$ cat src/rtl/ram_bank_pkg.sv
// Shared types, default parameters and init-pattern helper for the ram_bank block.
package ram_bank_pkg;

    typedef enum logic {
        ST_INIT = 1'b0,
        ST_RUN  = 1'b1
    } state_e;

    localparam int unsigned DATA_W_DEF = 32;
    localparam int unsigned DEPTH_DEF  = 32;
    localparam int unsigned ADDR_W_DEF = 32;
    localparam int unsigned IDX_W_DEF  = $clog2(DEPTH_DEF);

    // Value loaded into word idx after every reset; caller truncates to DATA_W.
    function automatic logic [63:0] init_pattern(input logic [31:0] idx);
        return {31'b0, idx, 1'b0};
    endfunction

    function automatic int unsigned idx_width(input int unsigned depth);
        return (depth > 1) ? $clog2(depth) : 1;
    endfunction

endpackage

$ cat src/rtl/ram_bank_init_seq.sv
// INIT/RUN sequencer: walks every word index once after reset, then raises ready.
//
//   state   | meaning
//   --------+---------------------------------------------------------------
//   ST_INIT | writing init_pattern(idx) to word idx, requests ignored
//   ST_RUN  | init done, ready high, user requests accepted
module ram_bank_init_seq
    import ram_bank_pkg::*;
#(
    parameter int unsigned DATA_W = DATA_W_DEF,
    parameter int unsigned DEPTH  = DEPTH_DEF,
    parameter int unsigned IDX_W  = IDX_W_DEF
) (
    input  logic              clk,
    input  logic              rst,
    output logic              ready,
    output logic              init_we,
    output logic [IDX_W-1:0]  init_idx,
    output logic [DATA_W-1:0] init_data
);

    localparam logic [IDX_W-1:0] LAST_IDX = IDX_W'(DEPTH - 1);

    state_e           state_q, state_d;
    logic [IDX_W-1:0] idx_q, idx_d;
    logic             ready_q, ready_d;

    always_comb begin
        state_d = state_q;
        idx_d   = idx_q;
        ready_d = ready_q;
        case (state_q)
            ST_INIT: begin
                idx_d = idx_q + 1'b1;
                if (idx_q == LAST_IDX) begin
                    state_d = ST_RUN;
                    ready_d = 1'b1;
                    idx_d   = '0;
                end
            end
            ST_RUN: begin
                ready_d = 1'b1;
            end
            default: begin
                state_d = ST_INIT;
                idx_d   = '0;
                ready_d = 1'b0;
            end
        endcase
    end

    always_ff @(posedge clk) begin
        if (rst) begin
            state_q <= ST_INIT;
            idx_q   <= '0;
            ready_q <= 1'b0;
        end else begin
            state_q <= state_d;
            idx_q   <= idx_d;
            ready_q <= ready_d;
        end
    end

    assign ready     = ready_q;
    assign init_we   = (state_q == ST_INIT);
    assign init_idx  = idx_q;
    assign init_data = DATA_W'(init_pattern(32'(idx_q)));

endmodule

$ cat src/rtl/ram_bank.sv
// Parametrised single-clock RAM bank with byte strobes, range errors and init sequencer.
// Optional RAM_BANK_OUT_REG_EN adds a reset output stage on the read path (2-cycle latency).
module ram_bank
    import ram_bank_pkg::*;
#(
    parameter int unsigned DATA_W = DATA_W_DEF,
    parameter int unsigned DEPTH  = DEPTH_DEF,
    parameter int unsigned ADDR_W = ADDR_W_DEF
) (
    input  logic                clk,
    input  logic                rst,
    input  logic                write_EN,
    input  logic [ADDR_W-1:0]   write_address,
    input  logic [DATA_W-1:0]   write_data,
    input  logic [DATA_W/8-1:0] write_strb,
    input  logic                read_EN,
    input  logic [ADDR_W-1:0]   read_address,
    output logic                ready,
    output logic [DATA_W-1:0]   read_data,
    output logic                read_valid,
    output logic                read_error,
    output logic                write_error
);

    localparam int unsigned   IDX_W  = idx_width(DEPTH);
    localparam int unsigned   STRB_W = DATA_W / 8;
    localparam logic [ADDR_W:0] DEPTH_X = (ADDR_W + 1)'(DEPTH);

    logic              seq_ready;
    logic              init_we;
    logic [IDX_W-1:0]  init_idx;
    logic [DATA_W-1:0] init_data;

    ram_bank_init_seq #(
        .DATA_W (DATA_W),
        .DEPTH  (DEPTH),
        .IDX_W  (IDX_W)
    ) u_init_seq (
        .clk       (clk),
        .rst       (rst),
        .ready     (seq_ready),
        .init_we   (init_we),
        .init_idx  (init_idx),
        .init_data (init_data)
    );

    logic [DATA_W-1:0] mem_q [DEPTH];

    // Full-width compare so out-of-range addresses never alias into the array.
    logic wr_in_range, rd_in_range;
    assign wr_in_range = ({1'b0, write_address} < DEPTH_X);
    assign rd_in_range = ({1'b0, read_address}  < DEPTH_X);

    logic              mem_we;
    logic [IDX_W-1:0]  mem_idx;
    logic [DATA_W-1:0] mem_wdata;
    logic [STRB_W-1:0] mem_strb;

    always_comb begin
        mem_we    = 1'b0;
        mem_idx   = init_idx;
        mem_wdata = init_data;
        mem_strb  = '1;
        if (!seq_ready) begin
            mem_we = init_we & ~rst;
        end else begin
            mem_we    = write_EN & wr_in_range & ~rst;
            mem_idx   = write_address[IDX_W-1:0];
            mem_wdata = write_data;
            mem_strb  = write_strb;
        end
    end

    always_ff @(posedge clk) begin
        if (mem_we) begin
            for (int b = 0; b < STRB_W; b++) begin
                if (mem_strb[b]) begin
                    mem_q[mem_idx][8*b +: 8] <= mem_wdata[8*b +: 8];
                end
            end
        end
    end

    logic              rd_valid_q, rd_valid_d;
    logic              rd_err_q,   rd_err_d;
    logic [DATA_W-1:0] rd_data_q,  rd_data_d;
    logic              wr_err_q,   wr_err_d;

    // mem_q is read before this edge's write lands, giving read-before-write.
    always_comb begin
        rd_valid_d = seq_ready & read_EN;
        rd_err_d   = rd_valid_d & ~rd_in_range;
        rd_data_d  = '0;
        if (rd_valid_d && rd_in_range) begin
            rd_data_d = mem_q[read_address[IDX_W-1:0]];
        end
        wr_err_d = seq_ready & write_EN & ~wr_in_range;
    end

    always_ff @(posedge clk) begin
        if (rst) begin
            rd_valid_q <= 1'b0;
            rd_err_q   <= 1'b0;
            rd_data_q  <= '0;
            wr_err_q   <= 1'b0;
        end else begin
            rd_valid_q <= rd_valid_d;
            rd_err_q   <= rd_err_d;
            rd_data_q  <= rd_data_d;
            wr_err_q   <= wr_err_d;
        end
    end

`ifdef RAM_BANK_OUT_REG_EN
    logic              out_valid_q;
    logic              out_err_q;
    logic [DATA_W-1:0] out_data_q;

    always_ff @(posedge clk) begin
        if (rst) begin
            out_valid_q <= 1'b0;
            out_err_q   <= 1'b0;
            out_data_q  <= '0;
        end else begin
            out_valid_q <= rd_valid_q;
            out_err_q   <= rd_err_q;
            out_data_q  <= rd_data_q;
        end
    end

    assign read_valid = out_valid_q;
    assign read_error = out_err_q;
    assign read_data  = out_data_q;
`else
    assign read_valid = rd_valid_q;
    assign read_error = rd_err_q;
    assign read_data  = rd_data_q;
`endif

    assign ready       = seq_ready;
    assign write_error = wr_err_q;

endmodule

$ cat config.mk
export PLATFORM = sky130hd
export DESIGN_NAME = ram_bank
export DESIGN_NICKNAME = d
export VERILOG_FILES = /design/src/rtl/ram_bank_pkg.sv /design/src/rtl/ram_bank_init_seq.sv /design/src/rtl/ram_bank.sv
export SDC_FILE = /design/constraint.sdc
export NUM_CORES = 1
export LEC_CHECK = 0
export ABC_AREA = 1
export CORE_AREA = 2 2 428 430
export DETAILED_ROUTE_END_ITERATION = 7
export DIE_AREA = 0 0 430 432
export GPL_TIMING_DRIVEN = 0
export REMOVE_ABC_BUFFERS = 1
export SYNTH_ARGS = -nofsm -noshare
export SYNTH_HDL_FRONTEND = slang
export SYNTH_SLANG_ARGS = --single-unit
$ cat constraint.sdc
create_clock -name clk -period 2.7 [get_ports clk]
set_input_delay 0.405 -clock clk [delete_from_list [all_inputs] [get_ports clk]]
set_output_delay 0.405 -clock clk [all_outputs]
set_load 0.01 [all_outputs]
==> results.sh, run 1 <==
export IMPL_power_density_nw_per_um2=610.9
export IMPL_final_common_cell="nand2_1"
export IMPL_p_int_mw=25.88
export IMPL_overflow=0
export IMPL_startpoint_type="register"
export IMPL_dpl_cell_count=6608
export IMPL_rows=157
export IMPL_total_power_mw=33.23
export IMPL_critPathMaxFanout=26
export IMPL_skew_ps=17.05
export IMPL_cp_cell_sequence="buf_12 -> clkinvlp_4 -> buf_4 -> nand2_4 -> nand2_1 -> nand2_1 -> nor2_2 -> nand2_4 -> nor2_4"
export IMPL_clkPwrFrac_pct=39.2
export IMPL_cts_buffers=90
export IMPL_reg2reg_to="mem_q[23][20]$_DFFE_PP_"
export IMPL_drcViolationCount=0
export IMPL_drt_pass1_iter_count=8
export IMPL_reg2reg_from="u_init_seq.ready$_SDFFE_PP0P_"
export IMPL_die_w_um=430
export IMPL_area_growth_syn_to_layout_pct=20.59
export IMPL_setup_worst_path_end_class="register"
export IMPL_cp_slowest_cell="nor2_2"
export IMPL_ys_ff_latch=1066
export IMPL_power_leakage_nw=20.74
export IMPL_vias=30010
export IMPL_synthArstFlopShare_pct=0
export IMPL_seq_power_share_pct=54.2
export IMPL_ys_flop_type="edfxtp_1"
export IMPL_switching_share_pct=22.12
export IMPL_critical_path_class="register to register"
export IMPL_dieHeight_um=432
export IMPL_drive_gt1_share_pct=9.753
export IMPL_path_delay_family="simple AND/OR/NAND/NOR gates"
export IMPL_p_switching_mw=7.349
export IMPL_cts_hold_buf=0
export IMPL_hold_viol=0
export IMPL_netlist_top_cells_area="edfxtp_1, nand2_1, nand3_1"
export IMPL_slew_viol_final=0
export IMPL_cts_path_max_buffers=3
export IMPL_ant_nets=0
export IMPL_finalNetCount=4494
export IMPL_final_cells=6847
export IMPL_syn_area_um2=45110
export IMPL_required_ps=3060
export IMPL_yosysTopAreaCellShare_pct=68.17
export IMPL_hp_class="input port to register"
export IMPL_yosysSeqAreaShare_pct=70.03
export IMPL_cpPeakStageDelay_ps=430
export IMPL_irDropWorstVdd_mv=0.4950
export IMPL_status="finished with violations"
export IMPL_yosysTopAreaCell="edfxtp_1"
export IMPL_cts_tree="yes"
export IMPL_synth_cell_types=25
export IMPL_htreeDepth=3
export IMPL_first_global_vias=28520
export IMPL_grt_pass1_wl_um=179100
export IMPL_antenna_found_initial=2
export IMPL_slew_headroom_pct=13.66
export IMPL_min_from="read_address[4]"
export IMPL_critPathArrivalTime_ps=3120
export IMPL_dp_final_hpwl_um=68620
export IMPL_max_freq_ghz=0.3617
export IMPL_clkTransAtPathRegs_ps=60
export IMPL_rsz0062_at_grt="yes"
export IMPL_io_buffers=139
export IMPL_grt_max_degree=224
export IMPL_tns_ps=-1796
export IMPL_period_share_pct=102.4
export IMPL_ff2ff_setup_slack_ps=-60
export IMPL_pin_count=140
export IMPL_drt_initial_drc_count=2799
export IMPL_fill_cells=18090
export IMPL_worst_slew_pin_slew_ps=1292
export IMPL_clock_sinks=1066
export IMPL_wire_per_inst_um=18.28
export IMPL_hold_depth=4
export IMPL_syn_inst=4301
export IMPL_cts_root_buf="clkbuf_16"
export IMPL_gp_congestion=0.7823
export IMPL_start_util_pct=24.82
export IMPL_min_to="read_data[20]$_SDFF_PP0_"
export IMPL_synth_edf_count=1024
export IMPL_whs_ps=265.7
export IMPL_finalSetupViolations=71
export IMPL_synth_warnings=0
export IMPL_worst_r2r_cell_count=9
export IMPL_violations="negative setup slack"
export IMPL_crit_buf_inv=3
export IMPL_pwr_share_comb_pct=6.6
export IMPL_die_area_um2=185800
export IMPL_core_um2=181700
export IMPL_grt_usage_pct=12.67
export IMPL_synth_area_per_cell_um2=10.49
export IMPL_drt_wl_total_um=125200
export IMPL_clk_latency_ps=690
export IMPL_drv_cap=0
export IMPL_fin_crit_ps=2765
export IMPL_viasPerCell=4.383
export IMPL_mostFrequentLayoutCells="nand2_1, edfxtp_1, nand3_1, inv_1, nor2_1"
export IMPL_finalWorstSetupSlack_ps=-64.53
-- metrics by stage --
step	setup slack, ps	util [%]	area [um^2]
after floorplan	-860.6	-	43870
after global placement	-39200	26.55	48250
after detailed placement	-2484	26.85	48790
after CTS	-448.3	29.51	53610
after global routing	-72.80	29.94	54400
final	-64.53	29.94	54400
-- Yosys cell counts (13+ instances only) --
cell type  number
nand3_1       516
nor2_1        523
clkbuf_1       69
o211ai_1       30
a21oi_1        13
buf_1          37
o21ai_0       139
edfxtp_1     1024
dfxtp_1        42
o21ai_1        27
inv_1         412
buf_6          26
nand2_1      1318
buf_2          99
-- power groups by stage --
stage | logic, mW | clock network, mW | registers [mW]
final | 2.19 | 13.0 | 18.0
after global routing | 2.38 | 13.8 | 18.0
after CTS | 2.02 | 13.2 | 18.0
after detailed placement | 1.86 | 0 | 18.4
after global placement | 2.24 | 0 | 18.4
after floorplan | 0.985 | 0 | 18.4
-- metal layers --
metal / GRT usage [%] / part of all wire (%)
met1: 14.55 / 39
met2: 22.71 / 51
met3: 1.728 / 4.8
met4: 6.967 / 5.2
met5: 0 / 0
-- final cells by class --
class                           instances  area (um^2)  share of cell area [%]
Inverter                              415         1605                   2.951
Tap cell                             2385         2984                   5.486
Clock buffer                          123         2544                   4.676
Clock inverter                         41        354.1                  0.6509
Multi-Input combinational cell       2582        12170                   22.38
Antenna cell                            2        5.005                0.009201
Timing Repair Buffer                  233         3136                   5.764
Sequential cell                      1066        31590                   58.08
-- worst min-delay path: stages --
cell and delay (ps):
buf_2 210, nand2_1 110, nor2_1 40, nor2_2 140
-- sequential cells by signal (all words and copies together), names as in the netlist --
name / count
mem_q: 1024
read_data: 32
u_init_seq.init_idx: 5
read_error: 1
read_valid: 1
u_init_seq.ready: 1
u_init_seq.state_q: 1
write_error: 1
-- logic make-up (layout without fill, tap and decap cells) --
logic type | count (synthesis) | in the layout | share of synthesized area, %
and+or+nand+nor | 2370 | 2370 | 21.21
DFF | 1066 | 1066 | 70.03
buffers and inverters | 653 | 812 | 6.194
AOI/OAI and AO/OA | 210 | 210 | 2.505
adders and majority gates | 2 | 2 | 0.05547
other | 0 | 2 | 0
-- worst max-delay path by stage --
stage                               end  cells past startpoint                           from  slack (ps)
2_1_floorplan  read_data[10]$_SDFF_PP0_                      7                read_address[1]        -860
3_3_place_gp   read_data[15]$_SDFF_PP0_                      9                read_address[0]      -39200
3_5_place_dp      mem_q[4][0]$_DFFE_PP_                      6                            rst       -2480
4_1_cts         mem_q[27][29]$_DFFE_PP_                      7  u_init_seq.ready$_SDFFE_PP0P_        -450
5_1_grt         mem_q[23][21]$_DFFE_PP_                      9  u_init_seq.ready$_SDFFE_PP0P_         -70
6_report        mem_q[23][20]$_DFFE_PP_                      9  u_init_seq.ready$_SDFFE_PP0P_         -60
-- timing repair --
item | 4_1_cts | 5_1_grt
buffers inserted | 46 | 21
resized for setup | 317 | 68
pin swaps | 41 | 23
cloned | 0 | 6
endpoints found under the setup margin | 1119 | 1088
(Power assumes the default switching activity.)
==> run 2, diff against run 1 <==
clock period = 3.5 ns   (was 2.7 ns; I/O delays follow)
==> run 2 against run 1 <==
Against the previous run: clock power decreased by 23%; via count is 2.2% lower; cell area is 2.9% lower; largest power group unchanged; flip-flop and latch count unchanged; the flow now finishes without violations; largest cell class unchanged; clock skew is 4.1 ps higher.
==> results.sh, run 2 (synthesis gave the netlist of run 1 again) <==
export IMPL_area_growth_syn_to_layout_pct=17.05
export IMPL_start_util_pct=24.82
export IMPL_antenna_found_initial=1
export IMPL_required_ps=3840
export IMPL_first_global_vias=28020
export IMPL_grt_usage_pct=12.50
export IMPL_dp_final_hpwl_um=68620
export IMPL_pwr_share_comb_pct=6.0
export IMPL_finalWorstSetupSlack_ps=58.64
export IMPL_pin_count=140
export IMPL_finalNetCount=4422
export IMPL_cts_hold_buf=0
export IMPL_regArea_um2=31590
export IMPL_regMostFlops="mem_q"
export IMPL_fill_cells=18300
export IMPL_irDropWorstVdd_mv=0.3661
export IMPL_critical_path_class="register to register"
export IMPL_drt_pass1_iter_count=5
export IMPL_vias=29370
export IMPL_cts_path_max_buffers=3
export IMPL_hold_viol=0
export IMPL_crit_buf_inv=3
export IMPL_cts_buffers=90
export IMPL_cpPeakStageDelay_ps=530
export IMPL_crit_top_cell="nand2_1"
export IMPL_slew_viol_final=0
export IMPL_final_common_cell="nand2_1"
export IMPL_clk_latency_ps=690
export IMPL_drt_wl_total_um=120000
export IMPL_die_area_um2=185800
export IMPL_worst_slew_pin_slew_ps=1254
export IMPL_gp_congestion=0.7823
export IMPL_switching_share_pct=21.92
export IMPL_status="complete, no violations"
export IMPL_power_density_nw_per_um2=482.4
export IMPL_power_leakage_nw=19.85
export IMPL_hp_class="input port to register"
export IMPL_slew_headroom_pct=16.17
export IMPL_drt_initial_drc_count=2754
export IMPL_io_buffers=139
export IMPL_ant_nets=0
export IMPL_clkPwrFrac_pct=39.4
export IMPL_tns_ps=0
export IMPL_skew_ps=21.12
export IMPL_viasPerCell=4.335
export IMPL_post_place_ws_ps=-1804
export IMPL_multiInputGateArea_um2=11820
export IMPL_seq_power_share_pct=54.6
export IMPL_mostFrequentLayoutCells="nand2_1, edfxtp_1, nand3_1, inv_1, nor2_1"
export IMPL_cp_slowest_cell="dfxtp_4"
export IMPL_path_delay_family="simple AND/OR/NAND/NOR gates"
export IMPL_period_share_pct=98.32
export IMPL_clock_sinks=1066
export IMPL_finalSetupViolations=0
export IMPL_largest_register_ffs=1024
export IMPL_overflow=0
export IMPL_critPathArrivalTime_ps=3780
export IMPL_setup_worst_path_end_class="register"
export IMPL_core_um2=181700
export IMPL_p_switching_mw=5.583
export IMPL_startpoint_type="register"
export IMPL_clkTransAtPathRegs_ps=60
export IMPL_fin_crit_ps=3441
export IMPL_drive_gt1_share_pct=7.452
export IMPL_cp_cell_sequence="buf_12 -> clkinvlp_4 -> nand2_1 -> nand2_1 -> inv_1 -> nand2_1 -> nor2_1 -> nand2_1 -> nor2_4"
export IMPL_cts_tree="yes"
export IMPL_die_w_um=430
export IMPL_htreeDepth=3
export IMPL_cts_root_buf="clkbuf_16"
export IMPL_max_freq_ghz=0.2906
export IMPL_grt_pass1_wl_um=176500
export IMPL_rows=157
export IMPL_dieHeight_um=432
export IMPL_p_int_mw=19.88
export IMPL_drcViolationCount=0
export IMPL_wire_per_inst_um=17.72
export IMPL_critPathMaxFanout=26
export IMPL_grt_max_degree=224
export IMPL_drv_cap=0
[run 2: cell types whose count changed in the layout (fill, tap and decap cells not counted), moves of 2 or more]
cell        change
nand2_8         -2
buf_4          -18
buf_12         -50
nand2_1        +10
nor2_2          -3
inv_1           +2
nor2_4         -19
clkinvlp_4      -2
buf_8           +2
buf_6           -2
nand2_2        +18
nor2_1         +22
nand2_4        -26
clkbuf_16       -4
[run 2: tightest hold or removal path, cell delays in order]
cell,delay [ps]
buf_2,200
nand2_1,100
nor2_1,30
nor2_1,160
[run 2: stage by stage]
stage / hold WS [ps] / util [%] / instance area, um^2 / power [mW] / cells
2_1_floorplan: 484.7 / - / 43870 / 14.94 / 4063
3_3_place_gp: 496.8 / 26.55 / 48250 / 15.91 / 6587
3_5_place_dp: 503.1 / 26.85 / 48790 / 15.62 / 6608
4_1_cts: 355.2 / 28.62 / 52010 / 25.54 / 6772
5_1_grt: 400.8 / 29.06 / 52800 / 26.21 / 6774
6_report: 409.9 / 29.06 / 52800 / 25.47 / 6774
[run 2: timing repair]
action	4_1_cts	5_1_grt
buffers inserted	0	0
setup endpoints to repair	1024	1031
cloned	0	1
pin swaps	0	3
gates resized for setup	101	193
[run 2: routing by layer]
layer	vias up	track usage, %	share of wire, %
li1	14200	-	-
met1	14120	14.46	39
met2	848	22.35	52
met3	204	1.773	4.7
met4	0	6.586	4.1
met5	-	0	0
[run 2: final cells by class]
cell class,count,area share (%)
Inverter,415,3.017
Antenna cell,1,0.004740
Clock inverter,41,0.6707
Multi-Input combinational cell,2582,22.39
Timing Repair Buffer,161,3.612
Clock buffer,123,4.818
Sequential cell,1066,59.84
Tap cell,2385,5.652
[run 2: final timing paths]
kind	startpoint	end	slack (ps)	cells after the start
worst max register to register	u_init_seq.ready$_SDFFE_PP0P_	mem_q[3][20]$_DFFE_PP_	60	9
worst min register to register	u_init_seq.init_idx[4]$_SDFFE_PP0N_	u_init_seq.init_idx[4]$_SDFFE_PP0N_	520	2
worst min-delay path	read_address[4]	read_data[20]$_SDFF_PP0_	410	4
worst max-delay path	u_init_seq.ready$_SDFFE_PP0P_	mem_q[3][20]$_DFFE_PP_	60	9
[run 2: power by group through the flow]
stage          Combinational, mW  Clock [mW]  Sequential (mW)
2_1_floorplan              0.760           0             14.2
3_3_place_gp                1.72           0             14.2
3_5_place_dp                1.44           0             14.2
4_1_cts                     1.47        10.2             13.9
5_1_grt                     1.68        10.6             13.9
6_report                    1.53        10.0             13.9
